<file path="config.mk">
export PLATFORM = sky130hd
export DESIGN_NAME = serial_bit_source
export DESIGN_NICKNAME = d
export VERILOG_FILES = /design/src/rtl/serial_bit_source.sv
export SDC_FILE = /design/constraint.sdc
export NUM_CORES = 1
export LEC_CHECK = 0
export BUFFER_PORTS_ARGS = -buffer_cell sky130_fd_sc_hd__buf_2
export CORE_MARGIN = 8
export CORE_UTILIZATION = 45
export DETAILED_ROUTE_END_ITERATION = 12
export PLACE_DENSITY = 0.72
export SYNTH_ARGS = -nofsm -noshare
export SYNTH_HDL_FRONTEND = slang
export SYNTH_SLANG_ARGS = --single-unit
</file>
<file path="constraint.sdc">
create_clock -name clk -period 1.3 [get_ports clk]
set_input_delay 0 -clock clk [delete_from_list [all_inputs] [get_ports clk]]
set_output_delay 0 -clock clk [all_outputs]
set_load 0.05 [all_outputs]
</file>
<file path="src/rtl/serial_bit_source.sv">
// Parallel-to-serial word source feeding bit-serial detectors; first bit one cycle after accept, gapless back-to-back.
// Optional trailing parity bit when SERIAL_BIT_SOURCE_PARITY_EN is defined (ODD_PARITY selects sense).
module serial_bit_source #(
  parameter int WIDTH      = 8,
  parameter bit MSB_FIRST  = 1'b1,
  parameter bit ODD_PARITY = 1'b0
) (
  input  logic             clk,
  input  logic             rst_n,
  input  logic [WIDTH-1:0] data_in,
  input  logic             data_valid,
  output logic             data_ready,
  input  logic             bit_en,
  output logic             bit_out,
  output logic             bit_valid,
  output logic             bit_strobe,
  output logic             last_bit,
  output logic             busy
);

  localparam int CW = $clog2(WIDTH);

  localparam logic [1:0] IDLE   = 2'd0;
  localparam logic [1:0] SHIFT  = 2'd1;
`ifdef SERIAL_BIT_SOURCE_PARITY_EN
  localparam logic [1:0] PARITY = 2'd2;
`endif

  logic [1:0]       state;
  logic [WIDTH-1:0] shreg;
  logic [CW-1:0]    cnt;
  logic             head;
  logic             accept;
`ifdef SERIAL_BIT_SOURCE_PARITY_EN
  logic             parity;
`endif

  assign head = MSB_FIRST ? shreg[WIDTH-1] : shreg[0];

`ifdef SERIAL_BIT_SOURCE_PARITY_EN
  assign last_bit = (state == PARITY);
  assign bit_out  = (state == SHIFT) ? head : ((state == PARITY) ? parity : 1'b0);
`else
  assign last_bit = (state == SHIFT) && (cnt == '0);
  assign bit_out  = (state == SHIFT) ? head : 1'b0;
`endif

  assign bit_valid  = (state != IDLE);
  assign busy       = (state != IDLE);
  assign bit_strobe = bit_valid & bit_en;
  // Ready while idle or while the final bit is being consumed, so words chain without a gap.
  assign data_ready = rst_n & ((state == IDLE) | (last_bit & bit_en));
  assign accept     = data_valid & data_ready;

  always_ff @(posedge clk or negedge rst_n) begin
    if (!rst_n) begin
      state  <= IDLE;
      shreg  <= '0;
      cnt    <= '0;
`ifdef SERIAL_BIT_SOURCE_PARITY_EN
      parity <= 1'b0;
`endif
    end else if (accept) begin
      state  <= SHIFT;
      shreg  <= data_in;
      cnt    <= CW'(WIDTH - 1);
`ifdef SERIAL_BIT_SOURCE_PARITY_EN
      parity <= (^data_in) ^ ODD_PARITY;
`endif
    end else if (bit_en) begin
      case (state)
        SHIFT: begin
          if (cnt != '0) begin
            cnt <= cnt - 1'b1;
            if (MSB_FIRST) shreg <= {shreg[WIDTH-2:0], 1'b0};
            else           shreg <= {1'b0, shreg[WIDTH-1:1]};
          end else begin
`ifdef SERIAL_BIT_SOURCE_PARITY_EN
            state <= PARITY;
`else
            state <= IDLE;
`endif
          end
        end
`ifdef SERIAL_BIT_SOURCE_PARITY_EN
        PARITY:  state <= IDLE;
`endif
        default: state <= state;
      endcase
    end
  end

endmodule

</file>
==> run summary <==
The cell internal power dissipation is 1500 uW. The highest clock frequency the design can meet came out at 678 MHz. The residual antenna-violating net count after detailed routing is 0. The worst endpoint data arrival time is 1.48 ns.

The leakage power summed over all cells is 0.000526 uW. In the detailed route, the total length drawn on met2 is 1200 um. The worst-case IR drop observed on VDD is 1.40 mV. The clock latency of the later-clocked register in the worst-skew pair is 0.28 ns. The number of antenna cells inserted came out at 0. The fraction of synthesized cell area in xor and xnor cells came out at 0%.

The number of hold violations in the final report came out at 0. After synthesis, the largest family of logic cells by area is compound AO/OA/AOI/OAI gates. The clock passes through at most 2 buffers.

In this run the vertical extent of the chip is 56.2 um. The critical path is of the flop to primary output type. The biggest fanout along the worst timing path came out at 3.

Setup repair after global routing could not meet its margin everywhere. The area share of fa/ha/maj cells after synthesis is 3.44%. The final max-slew violation count came to 0. The final weighted congestion in routability-driven placement came out at 0.749. In the global route stage, overall resource usage came out at 12.1%. The synthesized netlist contains 22 unique library cells. The share of the clock period used by the worst path after layout came out at 113%. The final reports fail on setup timing. The most common library cell in the layout ignoring fill and taps is sky130_fd_sc_hd__buf_4. The quantity of I/O buffers inserted on ports came out at 17. The routed design could run at a clock period as short as 1.48 ns. Row generation in the floorplan step produced 14 rows. The headroom to the max-slew limit came out at 74.9%. In this run the worst setup path begins at cnt[1]$_DFFE_PN0P_. The pin count of the biggest net entering global routing is 14.

The worst setup path is captured at a primary output. Traced cell by cell, the critical path runs through inv_2 -> ha_4 -> nand3b_4 -> buf_6 -> nand2_4 -> and2_4 -> buf_8. Yosys printed 0 warnings. The number of buffers and inverters on the critical path is 3. The number of design-rule violations left by the first detailed-router iteration is 16.

TritonCTS built the clock tree. The cell family with the largest share of critical-path delay is flip-flops. The layout-stage area growth over the synthesis result is 64.9%.

The clock net sink count is 12. The routed length on met1 came out at 889 um. The routed length per placed instance is 18.3 um. The worst path setup slack after routing is -0.175 ns. After synthesis, the share of cell area in mux cells is 1.38%. Between clock sinks in the finished design, the worst skew comes to 0.000679 ns.

The worst hold path begins at data_in[3]. The count of max-cap constraint violations came out at 0. The library cells used most frequently in the layout, excluding fill and tap cells, are sky130_fd_sc_hd__buf_4 (16), sky130_fd_sc_hd__buf_2 (13), sky130_fd_sc_hd__dfrtp_1 (11). The met3 wire length is 179 um. The routed wire length came out at 2320 um. The cell area after placement came out at 892 um^2.

After detailed routing, the number of remaining DRC violations is 0. The flow ran to the end, but the final reports show violations. The number of global-route vias before repair was 703. CTS placed an instance of sky130_fd_sc_hd__clkbuf_4 at the clock tree root. Once the floorplan was initialized, standard cells occupied 48.3% of the core. The clock-pin slew on the worst setup and hold paths came out at 0.08 ns. The detailed-routing iteration count for the pre-antenna-repair pass came out at 4. In this run the worst hold path is classified as input port to flop. The share of power burned in combinational logic came out at 62.7%. The total vias in the final route came out at 744. The share of total power in the clock network is 11.4%. The relative contribution of sequential cells to total power came out at 26.0%. In this run the critical register-to-register path is launched from cnt[1]$_DFFE_PN0P_. The highest layer touched by signal routing is met4. The boundary pin count came out at 18.

The portion of the post-synthesis area used by sequential elements is 41.3%. Cells with a size suffix above 1 make up 61.3% of the layout. The TritonCTS buffer count is 3. The wire length of the first global-routing pass is 3120 um. The synthesis-stage register bit count is 12. The post-synthesis cell count came out at 74.

The area share of and/or/nand/nor cells after synthesis is 16.4%. The required time reported for the critical path endpoint is 1.30 ns. In this run the mean area of a mapped cell was 9.82 um^2. The power density of the placed cells came out at 2220 nW/um^2. The post-synth net total is 88.

For this run, the slowest stage of the critical path takes 0.39 ns. The area fraction in compound gates after synthesis is 29.9%. The number of antenna violations at the first check in global routing came to 0. The proportion of total power due to net switching is 43.4%. For the pin with the worst max-slew slack, the measured transition is 0.377 ns.

In the final design database the tool counted 126 nets. The die area is 3160 um^2. The area of the placeable core is 1510 um^2. After detailed routing, the number of vias per cell comes to 5.86. The global-route congestion overflow total is 0. The worst setup path is launched from a flop. The estimated wirelength of the detail-placed design is 1330 um.

The netlist area before placement is 727 um^2. The final setup violation count is 14. Overall power consumption after layout is estimated at 2660 uW. The number of fill cells in the layout is 82. The post-route cell area is 1200 um^2. The switching power came out at 1160 uW.

The final hold slack is 0.0144 ns. The worst-path cell with the longest stage delay is sky130_fd_sc_hd__dfrtp_1. The horizontal extent of the die came out at 56.2 um.

The number of H-tree levels came out at 1.
-- per-stage QoR --
step	setup WS (ns)	utilization (%)	cells	TNS, ns
after CTS	-0.150	70.8	124	-1.22
final	-0.175	79.6	127	-1.85
after floorplan	-0.00989	-	74	-0.0495
after global routing	-0.239	79.6	127	-2.46
after detailed placement	-0.129	59.2	111	-0.971
after global placement	-0.106	59.2	111	-0.706
-- sequential cells by signal, summed over array words and instances, names as in the netlist --
register  count
state         1
cnt           3
shreg         8
-- tightest hold or removal path, delay by kind of cell --
| family | cells | cell delay [ns] |
|---|---|---|
| compound gates | 2 | 0.16 |
| buf+inv | 1 | 0.09 |
-- area by class of cell --
cell class	instances	area (um^2)	area share, %
Multi-Input combinational cell	51	493	41.1
Tap cell	16	20.0	1.67
Sequential cell	12	302	25.2
Clock buffer	4	36.3	3.03
Inverter	4	15.0	1.25
Timing Repair Buffer	40	333	27.8
-- logic make-up (layout without fill, tap and decap cells) --
family | Yosys count | count (layout)
buf+inv | 11 | 48
fa+ha+maj | 2 | 2
compound gates | 28 | 28
simple gates | 20 | 20
flops | 12 | 12
mux | 1 | 1
-- worst paths after layout --
path	depth (start not counted)	slack (ns)	endpoint
max	7	-0.18	data_ready
min	3	0.01	shreg[3]$_DFFE_PN0P_
max reg2reg	7	-0.18	shreg[0]$_DFFE_PN0P_
min reg2reg	2	0.56	shreg[0]$_DFFE_PN0P_
max in group asynchronous	3	0.93	state[0]$_DFFE_PN0P_
min in group asynchronous	3	0.20	cnt[2]$_DFFE_PN0P_
-- layer usage --
metal  track usage, %  up-vias
met5                0        -
met4             5.84        0
met3             3.65        7
met2             21.6       33
met1             12.5      360
li1                 -      344
-- power groups by stage --
stage               combinational [uW]  sequential, uW  clock [uW]
floorplan                          829             681           0
global placement                  1140             650           0
detailed placement                1170             654           0
CTS                               1390             656         310
global route                      1770             707         322
finish                            1670             691         302
-- what timing repair did --
action                                  CTS  global route
endpoints found under the setup margin   14            16
pin swaps                                 1             1
cloned                                    0             1
hold endpoints to repair                 15             1
buffers inserted                          5             1
gates resized for setup                  22            19
hold buffers                              4             1
-- cell usage after synthesis --
| cell type | number | share of area [%] |
|---|---|---|
| sky130_fd_sc_hd__and2b_1 | 1 | 1.0 |
| sky130_fd_sc_hd__buf_2 | 2 | 1.4 |
| sky130_fd_sc_hd__and3_1 | 1 | 0.86 |
| sky130_fd_sc_hd__a21o_1 | 1 | 1.0 |
| sky130_fd_sc_hd__buf_6 | 1 | 1.5 |
| sky130_fd_sc_hd__ha_1 | 2 | 3.4 |
| sky130_fd_sc_hd__nand2b_1 | 1 | 0.86 |
| sky130_fd_sc_hd__inv_1 | 4 | 2.1 |
| sky130_fd_sc_hd__mux2i_1 | 1 | 1.4 |
| sky130_fd_sc_hd__a31oi_1 | 1 | 0.86 |
| sky130_fd_sc_hd__clkbuf_1 | 3 | 1.5 |
| sky130_fd_sc_hd__nand3_1 | 9 | 6.2 |
| sky130_fd_sc_hd__nand3b_4 | 1 | 2.8 |
| sky130_fd_sc_hd__o21ai_0 | 9 | 6.2 |
| sky130_fd_sc_hd__and2_1 | 3 | 2.6 |
| sky130_fd_sc_hd__dfrtp_1 | 12 | 41 |
| sky130_fd_sc_hd__nand2_1 | 4 | 2.1 |
| sky130_fd_sc_hd__o21ai_1 | 2 | 1.4 |
| sky130_fd_sc_hd__o311ai_1 | 1 | 1.2 |
| sky130_fd_sc_hd__a31oi_2 | 7 | 12 |
| sky130_fd_sc_hd__buf_4 | 1 | 1.0 |
| sky130_fd_sc_hd__a211oi_1 | 7 | 7.2 |
(Power assumes the default switching activity.)
